## config.mk

```make
export PLATFORM = sky130hd
export DESIGN_NAME = regfile_hilo_flat
export DESIGN_NICKNAME = d
export VERILOG_FILES = /design/src/rtl/regfile_pkg.sv /design/src/rtl/regfile_hilo_if.sv /design/src/rtl/regfile_hilo_acc.sv /design/src/rtl/regfile_hilo.sv /design/src/flat_wrapper.sv
export SDC_FILE = /design/constraint.sdc
export NUM_CORES = 2
export LEC_CHECK = 0
export CORE_MARGIN = 8
export CORE_UTILIZATION = 65
export CTS_CLUSTER_DIAMETER = 100
export DETAILED_ROUTE_END_ITERATION = 6
export PLACE_DENSITY = 0.84
export RECOVER_POWER = 25
export SYNTH_ARGS = -nofsm -noshare
export SYNTH_HDL_FRONTEND = slang
export SYNTH_HIERARCHICAL = 1
export SYNTH_SLANG_ARGS = --single-unit
```

## constraint.sdc

```tcl
create_clock -name clk -period 4.7 [get_ports clk]
set_input_delay 0.705 -clock clk [delete_from_list [all_inputs] [get_ports clk]]
set_output_delay 0.705 -clock clk [all_outputs]
set_load 0.005 [all_outputs]
```

## src/rtl/regfile_pkg.sv

```systemverilog
// Shared types and default widths for the register file, decode and ALU blocks.
package regfile_pkg;

    localparam int DEF_DATA_W = 32;
    localparam int DEF_ADDR_W = 5;

    typedef enum logic [2:0] {
        HILO_NOP  = 3'd0,
        HILO_LOAD = 3'd1,
        HILO_MADD = 3'd2,
        HILO_MSUB = 3'd3,
        HILO_MTHI = 3'd4,
        HILO_MTLO = 3'd5
    } hilo_op_e;

endpackage

```

## src/rtl/regfile_hilo_if.sv

```systemverilog
// Decode/writeback-facing bundle of the register file: GPR write, two reads, HI/LO op.
interface regfile_hilo_if
    import regfile_pkg::*;
#(
    parameter int DATA_W = DEF_DATA_W,
    parameter int ADDR_W = DEF_ADDR_W
) ();

    logic              we;
    logic [ADDR_W-1:0] waddr;
    logic [DATA_W-1:0] wdata;
    logic [ADDR_W-1:0] raddr1;
    logic [ADDR_W-1:0] raddr2;
    logic [DATA_W-1:0] rdata1;
    logic [DATA_W-1:0] rdata2;
    logic [2:0]        hilo_op;
    logic [DATA_W-1:0] hilo_hi;
    logic [DATA_W-1:0] hilo_lo;
    logic [DATA_W-1:0] hi;
    logic [DATA_W-1:0] lo;

    modport master (
        output we, waddr, wdata, raddr1, raddr2, hilo_op, hilo_hi, hilo_lo,
        input  rdata1, rdata2, hi, lo
    );

    modport slave (
        input  we, waddr, wdata, raddr1, raddr2, hilo_op, hilo_hi, hilo_lo,
        output rdata1, rdata2, hi, lo
    );

endinterface

```

## src/rtl/regfile_hilo_acc.sv

```systemverilog
// HI/LO accumulator pair: load, multiply-accumulate/subtract and single-half moves.
module hilo_acc
    import regfile_pkg::*;
#(
    parameter int DATA_W = DEF_DATA_W
) (
    input  logic              clk,
    input  logic              rst_n,
    input  logic [2:0]        op,
    input  logic [DATA_W-1:0] opd_hi,
    input  logic [DATA_W-1:0] opd_lo,
    output logic [DATA_W-1:0] hi,
    output logic [DATA_W-1:0] lo
);

    localparam int ACC_W = 2 * DATA_W;

    logic [ACC_W-1:0] acc;
    logic [ACC_W-1:0] opd;
    logic [ACC_W-1:0] acc_nxt;

    assign acc = {hi, lo};
    assign opd = {opd_hi, opd_lo};

    // Sum/difference wrap at 2*DATA_W; the carry out is intentionally dropped.
    always_comb begin
        acc_nxt = acc;
        case (hilo_op_e'(op))
            HILO_LOAD: acc_nxt = opd;
            HILO_MADD: acc_nxt = acc + opd;
            HILO_MSUB: acc_nxt = acc - opd;
            HILO_MTHI: acc_nxt = {opd_hi, lo};
            HILO_MTLO: acc_nxt = {hi, opd_lo};
            default:   acc_nxt = acc;
        endcase
    end

    always_ff @(posedge clk or negedge rst_n) begin
        if (!rst_n) begin
            hi <= '0;
            lo <= '0;
        end else begin
            hi <= acc_nxt[ACC_W-1:DATA_W];
            lo <= acc_nxt[DATA_W-1:0];
        end
    end

endmodule

```

## src/rtl/regfile_hilo.sv

```systemverilog
// General-purpose register file with registered, write-first read ports and a HI/LO accumulator.
module regfile_hilo
    import regfile_pkg::*;
#(
    parameter int DATA_W   = DEF_DATA_W,
    parameter int ADDR_W   = DEF_ADDR_W,
    parameter bit ZERO_REG = 1'b1
) (
    input  logic           clk,
    input  logic           rst_n,
    regfile_hilo_if.slave  bus
);

    localparam int NREGS = 2 ** ADDR_W;

    logic [DATA_W-1:0] gpr [NREGS];
    logic [DATA_W-1:0] rdata1_q;
    logic [DATA_W-1:0] rdata2_q;
    logic [DATA_W-1:0] rd1_nxt;
    logic [DATA_W-1:0] rd2_nxt;
    logic              wr_en;

    // A write to r0 is dropped entirely, so it must not feed the bypass either.
    assign wr_en = bus.we && !(ZERO_REG && (bus.waddr == '0));

    always_comb begin
        rd1_nxt = gpr[bus.raddr1];
        if (ZERO_REG && (bus.raddr1 == '0)) begin
            rd1_nxt = '0;
        end else if (wr_en && (bus.waddr == bus.raddr1)) begin
            rd1_nxt = bus.wdata;
        end
    end

    always_comb begin
        rd2_nxt = gpr[bus.raddr2];
        if (ZERO_REG && (bus.raddr2 == '0)) begin
            rd2_nxt = '0;
        end else if (wr_en && (bus.waddr == bus.raddr2)) begin
            rd2_nxt = bus.wdata;
        end
    end

    always_ff @(posedge clk or negedge rst_n) begin
        if (!rst_n) begin
            for (int i = 0; i < NREGS; i++) begin
                gpr[i] <= '0;
            end
        end else if (wr_en) begin
            gpr[bus.waddr] <= bus.wdata;
        end
    end

    always_ff @(posedge clk or negedge rst_n) begin
        if (!rst_n) begin
            rdata1_q <= '0;
            rdata2_q <= '0;
        end else begin
            rdata1_q <= rd1_nxt;
            rdata2_q <= rd2_nxt;
        end
    end

    assign bus.rdata1 = rdata1_q;
    assign bus.rdata2 = rdata2_q;

    hilo_acc #(
        .DATA_W (DATA_W)
    ) u_hilo_acc (
        .clk    (clk),
        .rst_n  (rst_n),
        .op     (bus.hilo_op),
        .opd_hi (bus.hilo_hi),
        .opd_lo (bus.hilo_lo),
        .hi     (bus.hi),
        .lo     (bus.lo)
    );

endmodule

```

## src/flat_wrapper.sv

```systemverilog
// flat-port wrapper written by rule: the top's interface ports become plain ports
module regfile_hilo_flat import regfile_pkg::*;
#(
    parameter int DATA_W   = DEF_DATA_W,
    parameter int ADDR_W   = DEF_ADDR_W,
    parameter bit ZERO_REG = 1'b1
)
  (clk, rst_n, bus_we, bus_waddr, bus_wdata, bus_raddr1, bus_raddr2, bus_hilo_op, bus_hilo_hi, bus_hilo_lo, bus_rdata1, bus_rdata2, bus_hi, bus_lo);
  regfile_hilo_if #(.DATA_W(DATA_W), .ADDR_W(ADDR_W)) bus_i ();
  input  logic clk;
  input  logic rst_n;
  input wire logic [$bits(bus_i.we)-1:0] bus_we;
  input wire logic [$bits(bus_i.waddr)-1:0] bus_waddr;
  input wire logic [$bits(bus_i.wdata)-1:0] bus_wdata;
  input wire logic [$bits(bus_i.raddr1)-1:0] bus_raddr1;
  input wire logic [$bits(bus_i.raddr2)-1:0] bus_raddr2;
  input wire logic [$bits(bus_i.hilo_op)-1:0] bus_hilo_op;
  input wire logic [$bits(bus_i.hilo_hi)-1:0] bus_hilo_hi;
  input wire logic [$bits(bus_i.hilo_lo)-1:0] bus_hilo_lo;
  output wire logic [$bits(bus_i.rdata1)-1:0] bus_rdata1;
  output wire logic [$bits(bus_i.rdata2)-1:0] bus_rdata2;
  output wire logic [$bits(bus_i.hi)-1:0] bus_hi;
  output wire logic [$bits(bus_i.lo)-1:0] bus_lo;
  assign bus_i.we = bus_we;
  assign bus_i.waddr = bus_waddr;
  assign bus_i.wdata = bus_wdata;
  assign bus_i.raddr1 = bus_raddr1;
  assign bus_i.raddr2 = bus_raddr2;
  assign bus_i.hilo_op = bus_hilo_op;
  assign bus_i.hilo_hi = bus_hilo_hi;
  assign bus_i.hilo_lo = bus_hilo_lo;
  assign bus_rdata1 = bus_i.rdata1;
  assign bus_rdata2 = bus_i.rdata2;
  assign bus_hi = bus_i.hi;
  assign bus_lo = bus_i.lo;
  regfile_hilo #(.DATA_W(DATA_W), .ADDR_W(ADDR_W), .ZERO_REG(ZERO_REG)) u_core (.clk(clk), .rst_n(rst_n), .bus(bus_i));
endmodule
```

---- After elaboration in Yosys (flattened, before gate mapping) ----
Index checks and enable logic that the tools add are counted.
storage, ports and cells
  bits in registers ....................... 1152
  input port bits ......................... 117
  output and inout port bits .............. 128
  logic and storage cells ................. 80
cells by class
  add/subtract/negate cells ............... 2
  magnitude comparators ................... 4
  equality and inequality tests ........... 7
  multiplexer cells ....................... 14
  bitwise gates (word level) .............. 5
  reduce and logical (&&, ||, !) cells .... 12
operators by type and width
  cell                number
  $bwmux 1024         1
  $bmux 32 s5         2
  $pmux 64 s5         1
  $mux 32             9
  $demux 32 s5        1
  $add 64x64->64      1
  $sub 64x64->64      1
  $ge 6x6->1 const B  3
  $not 5->6           3
  $logic_not 5->1     3
  $eq 5x5->1          2
  $reduce_bool 4->1   2
  $eq 3x2->1 const B  2
  $eq 3x3->1 const B  2
  $lt 6x1->1 const B  1
  $logic_and 1x1->1   4
  $reduce_and 2->1    2
  $eq 3x1->1 const B  1
  $not 1->1           2
  $logic_not 1->1     1

---- Longest topological paths before layout ----
  depth after elaboration ................. 6
  mapped depth ............................ 24
  mapped depth without buffers ............ 23

---- Modules after synthesis ----
Netlist, hierarchy kept.
by module, submodules not included
  module        instances  cells an instance  area an instance (um2)  sequential area each (um2)
  regfile_hilo  1          3994               57371.3                 27226.1
  hilo_acc      1          1039               7837.5                  1601.5

---- Worst setup path before layout ----
Ideal clock, no wire load.
  path type ............................... input-to-reg
  start point ............................. input port bus_hilo_lo[12]
  end point ............................... register u_core.u_hilo_acc.hi[26]
  library setup time ...................... 0.130 ns
  arrival time ............................ 4.852 ns
  data required time ...................... 4.570 ns
  slack ................................... -0.282 ns
  cell stages on the path ................. 19
  path buffers ............................ 0
  cells stage by stage .................... or4_1 nor4_2 nand4_1 or3_1 nor3_2 nor2_1 xnor2_1 ha_1 a21o_1 a21o_1 a21oi_1 nand2_1 or3_1 a221oi_2 nor2_1 a221o_1 a21oi_1 xor2_1 o21ai_1
on the way
  longest elaborated chain between the ends .. 2
  elaborated cells between the ends (all ways) .. 3
  classes of those cells .................. add/sub (2); mux (1)
RTL lines
  what                                              RTL line                                        source
  from (decl)                                       flat_wrapper.sv:19                              input wire logic [$bits(bus_i.hilo_lo)-1:0] bus_hilo_lo;
  $sub 64x64->64 or $add 64x64->64 (tied branches)  regfile_hilo_acc.sv:31, regfile_hilo_acc.sv:30
  $pmux 64 s5 (*)                                   regfile_hilo_acc.sv:28                          case (hilo_op_e'(op))
  to (signal assigned)                              regfile_hilo_acc.sv:43                          hi <= acc_nxt[ACC_W-1:DATA_W];
  to (decl)                                         regfile_hilo_acc.sv:12                          output logic [DATA_W-1:0] hi,
Mark *: on every way between the ends. The rest lies on a longest branch, timed or not.
A chain may end at the register's enable or synchronous reset.

---- Worst setup path after layout ----
  start point ............................. input port bus_hilo_lo[12]
  end point ............................... register u_core.u_hilo_acc.hi[28]
The elaborated chain is that of the path after synthesis.

==> metrics <==
wire length of the first global-routing pass=324000 µm; cells traversed along the worst timing path=buf_6, or4_4, nor4_4, nand4_1, or3_4, nor3_4, nor2_1, xnor2_1, ha_1, a21o_1, a21o_1, a21oi_2, nand2_2, or3_4, a221oi_2, buf_4, nor2_4, a211o_1, a31oi_1, xor2_1, o21ai_1; transition time at the pin with the least slew margin=approximately 3.4 ns; Setup Slack @ Placement=-1.10 ns; length in cells of the worst reg-to-reg path=18; post-route fraction of the period consumed by the critical path=101%; R2R Path End=u_core/u_hilo_acc/hi[4]$_DFFE_PN0P_; antenna-violating nets left=0; Relative slew margins=-130%; number of endpoints with negative hold slack in the final report=0; largest voltage drop on the vdd net=0.359 mV; total wirelength of the detailed-routed design=~220000 µm; CP delay by family, top=simple AND/OR/NAND/NOR gates; number of DRC markers after the initial detailed-route iteration=6442; setup clock skew after layout=0.0299 ns; cells after synthesis=5033; final critical path time including I/O delays and setup=4.75 ns; TritonCTS Sinks=1152; total CTS buffers=between 100 and 150; total core area=99700 µm²; HP Class=primary input to flop; effective utilization at floorplan=65.4%; via count of the first global-routing pass=51700; root buffer cell=clkbuf_16; worst setup slack for register-to-register paths=between 1 and 1.5 ns; per-cell via count in the routed design=7.33; worst flop-to-flop path startpoint=u_core/u_hilo_acc/lo[0]$_DFFE_PN0P_; share of synthesized flip-flops with an asynchronous set or reset=100%; via count=50000; arrival time of data at the critical path endpoint=5.32 ns; RSZ-0062 raised after global routing=yes; first-pass iteration count of the detailed router=7; number of design rule violations left after detail routing=5; Worst Path Class, Setup=primary input to flop; dpl cell area=71200 µm²; largest stage delay on the critical path=0.56 ns; data required time of the critical path=roughly 5.3 ns; achievable frequency=211 MHz; pin count of the biggest net entering global routing=~160; Final Setup Violations=1; crit path max fanout=3; commonest cells after routing, fill and taps aside=dfrtp_1, mux2_2, buf_4, mux4_2, mux2i_1; total of flip-flops plus latches after synthesis=1152; total power density per cell area=roughly 420 nW/µm²; sequential fraction of the synthesis area=44.2%; final layout net count=about 5600; number of distinct library cells after synthesis=91; count of pins on the block boundary=245; post-synth design cell area=roughly 65000 µm²; violated checks=DRC, capacitance limit, slew limit, setup timing; synth-to-layout area growth=16.1%; number of antenna violations at the first check in global routing=22; type of element capturing the critical path=flop; CP max stage cell=or4_4; routability-driven placement congestion ratio=0.959; number of standard-cell rows in the floorplan=between 100 and 150; Avg WL per Cell=about 32 µm; final-layout worst hold slack=approximately 0.33 ns; Total Routing Usage GR=about two fifths; clock-pin slew reported for the worst setup and hold paths after clock tree synthesis=0.06 ns; max_cap viols=1; maximum clock insertion buffer count=3; number of synthesized flops with an enable pin=0; Crit path buffers/inverters=2; final std cell area, no fill=75700 µm²; count of cell instances traversed by the critical path=21; clock latency on the worst-skew pair=0.74 ns; HPWL Detailed=between 100000 and 150000 µm; Critical Path Start Type=primary input; maximum level of the CTS H-tree=3; average footprint of a synthesized cell=13.0 µm²; count of buffers from port buffering=244; Final Slew Violations=57; die height=333 µm; fraction of layout cells with a size suffix above 1=38.6%; warnings from Yosys=6; status=finished, violations left; overflow left after global routing=0; TritonCTS clock tree=built; filler cell count=5792; Final Core Density=75.9%; termination of the worst setup path=u_core/u_hilo_acc/hi[28]$_DFFE_PN0P_; leak pwr=33.6 nW; die span in x=between 300 and 400 µm; Setup WS post-layout=-0.0493 ns; Synthesized Nets=~5200; most frequent standard cell in the layout excluding fill and tap cells=dfrtp_1; crit path from=bus_hilo_lo[12]; Die ar.=111000 µm²; most instantiated flip-flop cell in the synthesis netlist=dfrtp_1
## layer usage
layer	share of wire [%]	routed length, µm	vias up	global-route usage (%)
li1	-	-	19900	-
met1	35	76000	25100	47.9
met2	44	94800	3705	56.9
met3	13	27500	1202	12.0
met4	8.3	17900	18	25.9
met5	0.088	190	-	0.521
## kinds of logic after synthesis
kind of cell             after synthesis  synth area share (%)
multiplexers                        1737                  35.9
flip-flops                          1152                  44.2
AO/OA/AOI/OAI                        780                  8.20
AND/OR/NAND/NOR                      646                  4.85
buffers and inverters                520                  3.77
XOR/XNOR                             132                  1.77
adder cells (fa/ha/maj)               66                  1.28
## tightest hold or removal path, cell delays in order
cell and delay, ns:
buf_6 0.08, a22oi_1 0.07, a21oi_1 0.14
## final cells by class
| type | instances | area [µm²] | area share, % |
|---|---|---|---|
| diodes | 14 | 35.0 | 0.0463 |
| inverters | 32 | 120 | 0.159 |
| clock inverters | 44 | 519 | 0.686 |
| flip-flops and latches | 1152 | 28800 | 38.1 |
| clock buffers | 174 | 3510 | 4.63 |
| repair buffers | 744 | 6590 | 8.70 |
| multi-input cells | 3361 | 34500 | 45.6 |
| well taps | 1298 | 1620 | 2.14 |
## power breakdown
part / switching, mW / internal (mW) / leakage [nW]
clock: 4.09 / 5.70 / 1.98
sequential: 1.48 / 11.8 / 14.7
combinational: 3.86 / 4.67 / 16.9
## through the flow
step	setup TNS, ns	std cells	total power [mW]
finish	-0.0493	6819	31.6
CTS	0	6793	31.4
detailed placement	-21.82	6562	21.5
global route	-2.97	6807	32.7
floorplan	-0.345	5033	18.2
global placement	-20.70	6562	21.1
## cells in the mapped netlist, drive strengths merged (8+ instances only)
master | n | share of area (%)
xnor2 | 78 | 1.0
nand2 | 159 | 0.92
a21oi | 201 | 1.5
a221oi | 59 | 0.84
nor4 | 20 | 0.22
o2111ai | 10 | 0.13
or4 | 11 | 0.13
and2 | 9 | 0.086
o21bai | 19 | 0.22
mux2 | 1003 | 17
o21a | 8 | 0.092
buf | 181 | 1.8
mux4 | 382 | 13
ha | 65 | 1.2
mux2i | 352 | 5.4
a31oi | 11 | 0.13
nor3 | 84 | 0.72
o211ai | 24 | 0.29
a221o | 27 | 0.41
a2111oi | 16 | 0.22
a211o | 10 | 0.13
nand4 | 30 | 0.29
o31ai | 13 | 0.17
a211oi | 34 | 0.42
inv | 31 | 0.18
nand3 | 31 | 0.24
o22ai | 22 | 0.22
a22oi | 93 | 1.1
xor2 | 54 | 0.73
nor2b | 31 | 0.30
a22o | 12 | 0.16
nand2b | 17 | 0.16
a21o | 34 | 0.39
o21ai | 150 | 1.2
clkbuf | 307 | 1.8
or3 | 10 | 0.096
dfrtp | 1152 | 44
nor3b | 14 | 0.18
nor2 | 201 | 1.2
## registers in the layout, indices dropped and copies added, names as in the netlist
register / cells
u_core/gpr: 1024
u_core/u_hilo_acc/lo: 32
u_core/u_hilo_acc/hi: 32
u_core/bus.rdata1: 32
u_core/bus.rdata2: 32
## worst min path at each step
stage                                           endpoint                          from  depth (start not counted)
detailed placement          u_core/gpr[1002]$_DFFE_PN0P_  u_core/gpr[1002]$_DFFE_PN0P_                          0
floorplan                 u_core/bus.rdata1[0]$_DFF_PN0_                         rst_n                          0
global route        u_core/u_hilo_acc/lo[13]$_DFFE_PN0P_               bus_hilo_lo[13]                          3
CTS                         u_core/gpr[1018]$_DFFE_PN0P_  u_core/gpr[1018]$_DFFE_PN0P_                          0
finish              u_core/u_hilo_acc/lo[13]$_DFFE_PN0P_               bus_hilo_lo[13]                          3
global placement            u_core/gpr[1010]$_DFFE_PN0P_  u_core/gpr[1010]$_DFFE_PN0P_                          0
## what timing repair did
action / in CTS / in global routing
hold buffers: 1 / 0
setup endpoints to repair: 12 / 21
endpoints found under the hold margin: 49 / 0
resized for setup: 42 / 72
pin swaps: 30 / 52
setup buffers: 13 / 13
Note: power is estimated with default switching activity, not from simulation.
